[src/rtl/gf_pkg.sv]
// gf_pkg: shared GF(2^8) definitions for the AES field (x^8 + x^4 + x^3 + x + 1).
// Used by both the log-side and exponent-side datapath modules.
//   gf_t           - one field element
//   GF_POLY        - reduction polynomial low byte (x^8 implied)
//   GF_GEN         - primitive generator used for the log/exp tables
//   GF_ORDER       - order of the multiplicative group
//   gf_xtime       - multiply by x (i.e. by 0x02) with reduction
//   gf_log_state_t - log table builder / server states
package gf_pkg;

    typedef logic [7:0] gf_t;

    localparam gf_t         GF_POLY  = 8'h1B;
    localparam gf_t         GF_GEN   = 8'h03;
    localparam int unsigned GF_ORDER = 255;

    typedef enum logic [0:0] {
        StInit,
        StRun
    } gf_log_state_t;

    function automatic gf_t gf_xtime(input gf_t x, input gf_t poly);
        return {x[6:0], 1'b0} ^ (x[7] ? poly : 8'h00);
    endfunction

endpackage

[src/rtl/gf_mul_gen.sv]
// gf_mul_gen: combinational multiply of a field element by the constant GEN.
// Parameters:
//   POLY - reduction polynomial low byte
//   GEN  - constant multiplier
// Ports:
//   x - field element in
//   y - x * GEN in GF(2^8)
module gf_mul_gen
    import gf_pkg::*;
#(
    parameter gf_t POLY = GF_POLY,
    parameter gf_t GEN  = GF_GEN
) (
    input  gf_t x,
    output gf_t y
);

    // Shift-and-add over the constant's bits; folds to xtime(x)^x for GEN=3.
    always_comb begin
        gf_t acc;
        gf_t pw;
        acc = 8'h00;
        pw  = x;
        for (int i = 0; i < 8; i++) begin
            if (GEN[i]) begin
                acc = acc ^ pw;
            end
            pw = gf_xtime(pw, POLY);
        end
        y = acc;
    end

endmodule

[src/rtl/gf_log_lookup.sv]
// gf_log_lookup: sequential GF(2^8) logarithm unit, log base GEN.
// After reset it fills a 256-entry log table by walking GEN^k for k = 0..254
// (255 cycles), then answers one lookup per cycle over a valid/ready stream
// with a single registered output stage.
// Optional feature macro: GF_LOG_INV_EN adds out_inv_log (log of x^-1).
// Parameters:
//   POLY - reduction polynomial low byte (x^8 implied)
//   GEN  - generator; the table is only correct for a primitive element
// Ports:
//   clk         - rising-edge clock
//   rst_n       - synchronous active-low reset
//   in_valid    - input element valid
//   in_ready    - unit can accept in_data this cycle
//   in_data     - field element x
//   out_valid   - result valid
//   out_ready   - downstream accepts result
//   out_log     - log_GEN(x), 0..254; 0 when x == 0
//   out_zero    - x was 0 (log undefined)
//   init_done   - table build complete
//   out_inv_log - (GF_LOG_INV_EN only) log of x^-1
module gf_log_lookup
    import gf_pkg::*;
#(
    parameter gf_t POLY = GF_POLY,
    parameter gf_t GEN  = GF_GEN
) (
    input  logic clk,
    input  logic rst_n,
    input  logic in_valid,
    output logic in_ready,
    input  gf_t  in_data,
    output logic out_valid,
    input  logic out_ready,
    output gf_t  out_log,
    output logic out_zero,
    output logic init_done
`ifdef GF_LOG_INV_EN
    ,
    output gf_t  out_inv_log
`endif
);

    gf_log_state_t state_q;
    gf_t           x_q;
    gf_t           x_next;
    gf_t           k_q;
    logic          init_done_q;
    logic          out_valid_q;
    gf_t           out_log_q;
    logic          out_zero_q;

    // Entry 0 is never written: a primitive generator never yields 0.
    gf_t log_mem [256];

    logic mem_we;
    logic xfer;
    logic is_zero;
    gf_t  log_val;

    gf_mul_gen #(
        .POLY (POLY),
        .GEN  (GEN)
    ) u_mul_gen (
        .x (x_q),
        .y (x_next)
    );

    assign in_ready = init_done_q && (!out_valid_q || out_ready);
    assign xfer     = in_valid && in_ready;
    assign is_zero  = (in_data == 8'h00);
    assign log_val  = is_zero ? 8'h00 : log_mem[in_data];
    assign mem_we   = rst_n && (state_q == StInit);

    always_ff @(posedge clk) begin
        if (mem_we) begin
            log_mem[x_q] <= k_q;
        end
    end

    always_ff @(posedge clk) begin
        if (!rst_n) begin
            state_q     <= StInit;
            x_q         <= 8'h01;
            k_q         <= 8'h00;
            init_done_q <= 1'b0;
            out_valid_q <= 1'b0;
            out_log_q   <= 8'h00;
            out_zero_q  <= 1'b0;
        end else begin
            case (state_q)
                StInit: begin
                    // The k == 254 write is the last one; the group has 255 elements.
                    if (k_q == 8'd254) begin
                        state_q     <= StRun;
                        init_done_q <= 1'b1;
                    end else begin
                        x_q <= x_next;
                        k_q <= k_q + 8'd1;
                    end
                end
                StRun: begin
                    state_q <= StRun;
                end
                default: state_q <= StInit;
            endcase

            // A push in the same cycle as a pop simply overwrites the stage.
            if (xfer) begin
                out_valid_q <= 1'b1;
                out_log_q   <= log_val;
                out_zero_q  <= is_zero;
            end else if (out_ready) begin
                out_valid_q <= 1'b0;
            end
        end
    end

    assign out_valid = out_valid_q;
    assign out_log   = out_log_q;
    assign out_zero  = out_zero_q;
    assign init_done = init_done_q;

`ifdef GF_LOG_INV_EN
    gf_t out_inv_log_q;
    gf_t inv_val;

    // log(x^-1) = -log(x) mod 255; log 0 maps to 0, which also covers x == 0.
    assign inv_val = (log_val == 8'h00) ? 8'h00 : gf_t'(GF_ORDER) - log_val;

    always_ff @(posedge clk) begin
        if (!rst_n) begin
            out_inv_log_q <= 8'h00;
        end else if (xfer) begin
            out_inv_log_q <= inv_val;
        end
    end

    assign out_inv_log = out_inv_log_q;
`endif

endmodule

[config.mk]
export PLATFORM = sky130hd
export DESIGN_NAME = gf_log_lookup
export DESIGN_NICKNAME = d
export VERILOG_FILES = /design/src/rtl/gf_pkg.sv /design/src/rtl/gf_mul_gen.sv /design/src/rtl/gf_log_lookup.sv
export SDC_FILE = /design/constraint.sdc
export NUM_CORES = 2
export LEC_CHECK = 0
export BUFFER_PORTS_ARGS = -buffer_cell sky130_fd_sc_hd__buf_2
export CAP_MARGIN = 20
export CELL_PAD_IN_SITES_DETAIL_PLACEMENT = 1
export CELL_PAD_IN_SITES_GLOBAL_PLACEMENT = 2
export CORE_UTILIZATION = 51
export DETAILED_ROUTE_END_ITERATION = 6
export MAX_ROUTING_LAYER = met4
export PLACE_DENSITY = 0.77
export SLEW_MARGIN = 10
export SYNTH_ARGS = -nofsm -noshare
export SYNTH_HDL_FRONTEND = slang
export SYNTH_SLANG_ARGS = --single-unit
[constraint.sdc]
create_clock -name clk -period 6.75 [get_ports clk]
set_input_delay 0 -clock clk [delete_from_list [all_inputs] [get_ports clk]]
set_output_delay 0 -clock clk [all_outputs]
set_load 0.01 [all_outputs]
# After elaboration in Yosys (flattened, before gate mapping)
# Memories as Yosys holds them, arrays and structs flattened.
# Index checks and enable logic that the tools add are counted.
dict set report classes {
  n_bitwise 4
  n_addsub 1
  mux 8
  reduce_logical 9
  eq_ne 1
}
# operator n
set ops {}
lappend ops {{8-bit bitwise XOR} 2}
lappend ops {{8-bit by 1-bit adder with 8-bit output (second input constant)} 1}
lappend ops {{8-bit equality test (second input constant)} 1}
lappend ops {{8-bit logical NOT} 1}
lappend ops {{8-bit 2-to-1 mux} 1}
lappend ops {{1-bit 2-to-1 mux} 5}
lappend ops {{5-bit 2-to-1 mux} 1}
lappend ops {{2-bit AND reduction} 2}
lappend ops {{1-bit logical AND} 3}
lappend ops {{1-bit NOT} 2}
lappend ops {{1-bit case mux with 2 select lines} 1}
lappend ops {{2-bit nonzero test} 1}
lappend ops {{1-bit logical NOT} 1}
lappend ops {{1-bit logical OR} 1}
dict set report word_totals {
  out_inout_bits 12
  elab_cells 31
  reg_bits 28
  mem_count 1
  ramBits 2048
  input_bits 12
}
# memory depth width rd rd_ports_with_merged_regs write_ports line
set memory_table {}
lappend memory_table {log_mem 256 8 1 0 1 gf_log_lookup.sv:53} ;# gf_t log_mem [256];

# Logic depth before layout (Yosys ltp)
dict set report logic_depth {
  word_depth 5
  mapped_depth 13
}

# Modules after synthesis
# From an unflattened synthesis, not the netlist that was laid out.
dict set report unflattened {
  cells_unflattened 3898
  hier_area_um2 81215.4
}
# mod area_per_inst_um2 n_inst cells_each
set modules_own_cells {}
lappend modules_own_cells {gf_log_lookup 81089.0 1 3889}
lappend modules_own_cells {gf_mul_gen 126.4 1 9}

# Worst setup path before layout
# Ideal clock, no wire load.
dict set report synth_timing {
  path_type {register to register}
  start {reg k_q[0]}
  end {reg k_q[7]}
  t_arrival_ns 5.194
  slack_ns 1.477
  stages_incl_launch_ff 8
  setup_time_ns 0.079
  required_time_ns 6.671
  synth_period_minus_slack_ns 5.273
  cell_sequence {dfxtp_1 inv_1 ha_1 a31oi_1 clkbuf_1 nand4_1 xor2_1 nor2_1}
}
dict set report synth_between {
  elab_chain_cells 3
  word_cells_on_any_way 4
  cone_classes {1 x add/sub; 1 x eq/ne; 1 x bitwise; 1 x reduce/logical}
}
# item line
set synth_lines {}
lappend synth_lines {{start: declaration} gf_log_lookup.sv:46} ;# gf_t k_q;
lappend synth_lines {{start signal: assignment} gf_log_lookup.sv:98} ;# k_q <= k_q + 8'd1;
lappend synth_lines {{branches (longest 3 deep; another with 8-bit by 1-bit adder with 8-bit output)} n/a}
# Parallel ways; which one is timed is not known.
# A chain may end at the register's enable or synchronous reset.

# Worst setup path after layout
dict set report layout_timing {
  start {in in_data[4]}
  end {reg out_log_q[3], in the netlist out_log[3]}
}
dict set report layout_between {
  elab_chain_cells 2
  word_cells_on_any_way 3
  cone_classes {1 x mux; 1 x reduce/logical; 1 x memory}
}
# item line
set layout_lines {}
lappend layout_lines {{start: declaration} gf_log_lookup.sv:31} ;# input gf_t in_data,
lappend layout_lines {{memory read 256 x 8 bit / 8-bit logical NOT (equally long branches)} n/a}
lappend layout_lines {{8-bit 2-to-1 mux (*)} gf_log_lookup.sv:71} ;# assign log_val = is_zero ? 8'h00 : log_mem[in_data];
lappend layout_lines {{end signal: assignment} gf_log_lookup.sv:110} ;# out_log_q <= log_val;
lappend layout_lines {{end: declaration} gf_log_lookup.sv:49} ;# gf_t out_log_q;
# Every way passes the cells marked *; elsewhere a longest branch is shown, timed or not.

==> summary.txt <==
Status: completed
Path depth of the worst reg2reg path: 3
Mapped Area: 0.08089 mm^2
PwrDens: 306.8 mW/mm^2
Starting Density: 51.60%
Max_cap viols: 0
CP max stage cell: nor3_1
P_int: 21.25 mW
Final HPWL DP: 137200 um
Htree depth: 4
Synth cell types: 67
Grt peak-use layer: met2
Crit path required time: 7.44 ns
Crit Path Max Fanout: 22
Adder-Cell Fraction of Synth Area: 0.1547%
IO Count: 24
Dpl ws: 2.705 ns
Synth warn: 0
Reg2reg end: log_mem[3][7]
First-pass GRT wire length: 317200 um
Worst Skew: 0.04493 ns
CTS tree: done
Worst Setup Path Type: primary input to flop
Min cycle time layout: 3.597 ns
Global Route Usage Sum: 28.94%
F_max: 0.2780 GHz
Vias: 40520
Placer Congestion: 0.8857
Dpl cell area: 0.08320 mm^2
Hold buffer count at cts: 9
Sequential share of the synthesized area: 76.72%
CORE AREA: 0.1568 mm^2
Largest net degree at the start of global routing: 197
Post-synthesis xor/xnor area fraction: 0.1624%
Worst Tran Pin Value: 1.462 ns
Number of buffers created by CTS: 206
Most common cell after layout, fill and taps aside: edfxtp_1
Via density: 6.503
Setup crit start kind: primary input
Post-Route Setup TNS: 0 ns
GR Util met1: 39.16%
Root Driver: clkbuf_16
Clk sinks: 2076
RSZ-0062 raised after global routing: no
Most frequent CP cell: buf_4
Crit-path max cell delay: 0.96 ns
Sw Pwr: 6.415 mW
Fillers: 13240
Worst Setup Slack, final: 3.153 ns
Synth Area in Compound Gates: 2.917%
Site row count: 145
Die Y: 400.2 um
Critical path arrival: 4.29 ns
Syn Area/Cell: 20.79 um^2
Drt wl/cell: 35.84 um
Reg2reg setup slack: 3.41 ns
Post-CTS sizing: 0
EDFF count, synth: 2048
Worst R2R Start: x_q[3]
Worst Hold Path EP: out_log[0]
HP Start: in_data[5]
Power share of the clock group: 41.7%
Power share of the combinational group: 6.6%
Net Count, Synth: 3913
Setup Viol. Count Final: 0
Layout cells sized above 1: 22.48%
Worst hold-check path type: primary input to flop
Worst Hold Depth: 4
Count of final hold-check violations: 0
NumNets Final: 4015
# Post-CTS Setup Buffers: 0
Simple-gate share of the synthesized area: 2.996%
IO Port Bufs: 23
Design area: 0.09015 mm^2
Main combinational cell family by area after synthesis: multiplexers
Total wire length: 223300 um
Seq pwr share: 51.8%
Async SR Flop Fraction: 0%
Die Wd: 400.2 um
#FFs+latches synth: 2076
Final Max Tran Viols: 0
Multiplexer share of the synthesized area: 15.33%
DR pass1 iterations: 5
Longest Clk Path Bufs: 3
GRT overflow: 0
Post-DRT Antenna Nets: 0
Commonest cells after routing, fill and taps aside: edfxtp_1 (2048), mux4_2 (470), nor2_1 (310)
Met3 usage: 5.078%
Top_reg_cell synth: edfxtp_1
Initial antenna violation count: 11
Sw Share: 23.19%
VDD IR max: 0.3258 mV
Pleak: 28.56 nW
Layout Area Growth over Synthesis: 11.45%
CTS clk-pin slew, worst paths: 0.07 ns
Crit path cell chain: dlygate4sd3_1 -> buf_4 -> inv_2 -> buf_4 -> mux2_2 -> o2bb2ai_1 -> a21oi_1 -> nand4_1 -> nor3_1 -> o22ai_1
Max_slew headroom: 2.550%
M2 GR Usage: 45.09%
Vias in the first global route: 41480
Initial drt markers: 4536
Clock latency on the worst-skew pair: 0.87 ns
Synth Instances: 3891
Fin crit share: 53.28%
# DRC: 0
Die area: 0.1602 mm^2
Crit end category: flop
[worst max path at each step]
stage,start,end,slack (ns),cells past startpoint
finish,in_data[4],out_log[3],3.15,10
CTS,k_q[4],log_mem[185][4],3.35,2
detailed placement,in_data[0],out_log[2],2.70,8
floorplan,k_q[0],k_q[7],1.48,7
global placement,in_data[0],out_log[2],2.69,8
global route,in_data[4],out_log[3],3.20,10
[per-layer routing]
metal	up-vias	share of wire, %
met4	0	3.4
met1	21920	40
met2	1877	49
met3	372	7.9
li1	16350	-
met5	-	0
[cells by family (layout without fill, tap and decap cells)]
group	Yosys count	in the layout
DFF	2076	2076
muxes	649	649
and+or+nand+nor	560	560
AOI/OAI and AO/OA	339	339
buffers and inverters	242	520
xor gates and xnor gates	15	15
adders and majority gates	10	10
other	0	4
[synth_stat cells (5+ instances only)]
cell type | number | area (um^2)
a2111oi_0 | 7 | 61.31
a211oi_1 | 33 | 247.7
a21oi_1 | 69 | 345.3
a221oi_1 | 14 | 122.6
a22o_1 | 7 | 61.31
a22oi_1 | 60 | 450.4
a31oi_1 | 14 | 87.58
a41oi_1 | 6 | 52.55
and2_1 | 18 | 112.6
and3_1 | 11 | 68.82
buf_1 | 7 | 26.28
buf_2 | 67 | 335.3
buf_4 | 36 | 270.3
buf_6 | 32 | 360.4
clkbuf_1 | 87 | 326.6
dfxtp_1 | 28 | 560.5
edfxtp_1 | 2048 | 61500
ha_1 | 10 | 125.1
inv_1 | 9 | 33.78
mux2_2 | 16 | 180.2
mux2i_1 | 163 | 1632
mux4_2 | 470 | 10590
nand2_1 | 106 | 397.9
nand2b_1 | 8 | 50.05
nand3_1 | 25 | 125.1
nand3b_1 | 5 | 37.54
nand4_1 | 11 | 68.82
nor2_1 | 311 | 1167
nor2b_1 | 24 | 150.1
nor3_1 | 21 | 105.1
o211ai_1 | 5 | 37.54
o21ai_0 | 26 | 130.1
o221ai_1 | 13 | 113.9
o22ai_1 | 46 | 287.8
xor2_1 | 12 | 105.1
[registers in the layout, summed over array words and instances, names as in the netlist]
register	cells
state_q	1
out_valid	1
log_mem	2048
out_log	8
init_done	1
out_zero	1
x_q	8
k_q	8
[power by group through the flow]
stage               clock network (mW)  logic [mW]  registers (mW)
floorplan                            0       0.978            14.6
global placement                     0        1.77            14.6
detailed placement                   0        1.79            14.6
CTS                               11.6        1.80            14.3
global route                      12.1        1.87            14.3
finish                            11.5        1.82            14.3
[through the flow]
stage	total power [mW]	utilization, %	std cells	hold slack (ns)
global placement	16.35	53.07	5831	0.3194
floorplan	15.57	-	3891	0.1891
finish	27.66	57.51	6231	0.09774
global route	28.27	57.51	6229	0.07725
CTS	27.77	57.49	6226	0.01668
detailed placement	16.38	53.08	5833	0.3326
[cell type report]
cell class | count | area [um^2] | share of cell area, %
flip-flops and latches | 2076 | 62090 | 68.88
well taps | 2058 | 2575 | 2.856
inverters | 11 | 42.54 | 0.04719
diodes | 4 | 10.01 | 0.01110
clock buffers | 261 | 5441 | 6.036
multi-input cells | 1573 | 17510 | 19.43
clock inverters | 123 | 1373 | 1.523
repair buffers | 125 | 1104 | 1.224
[critical path, delay by kind of cell]
kind                   cells  cell delay (ns)
buffers and inverters      4             2.00
AND/OR/NAND/NOR            2             1.14
AO/OA/AOI/OAI              3             0.64
multiplexers               1             0.42
Note: power is estimated with default switching activity, not from simulation.
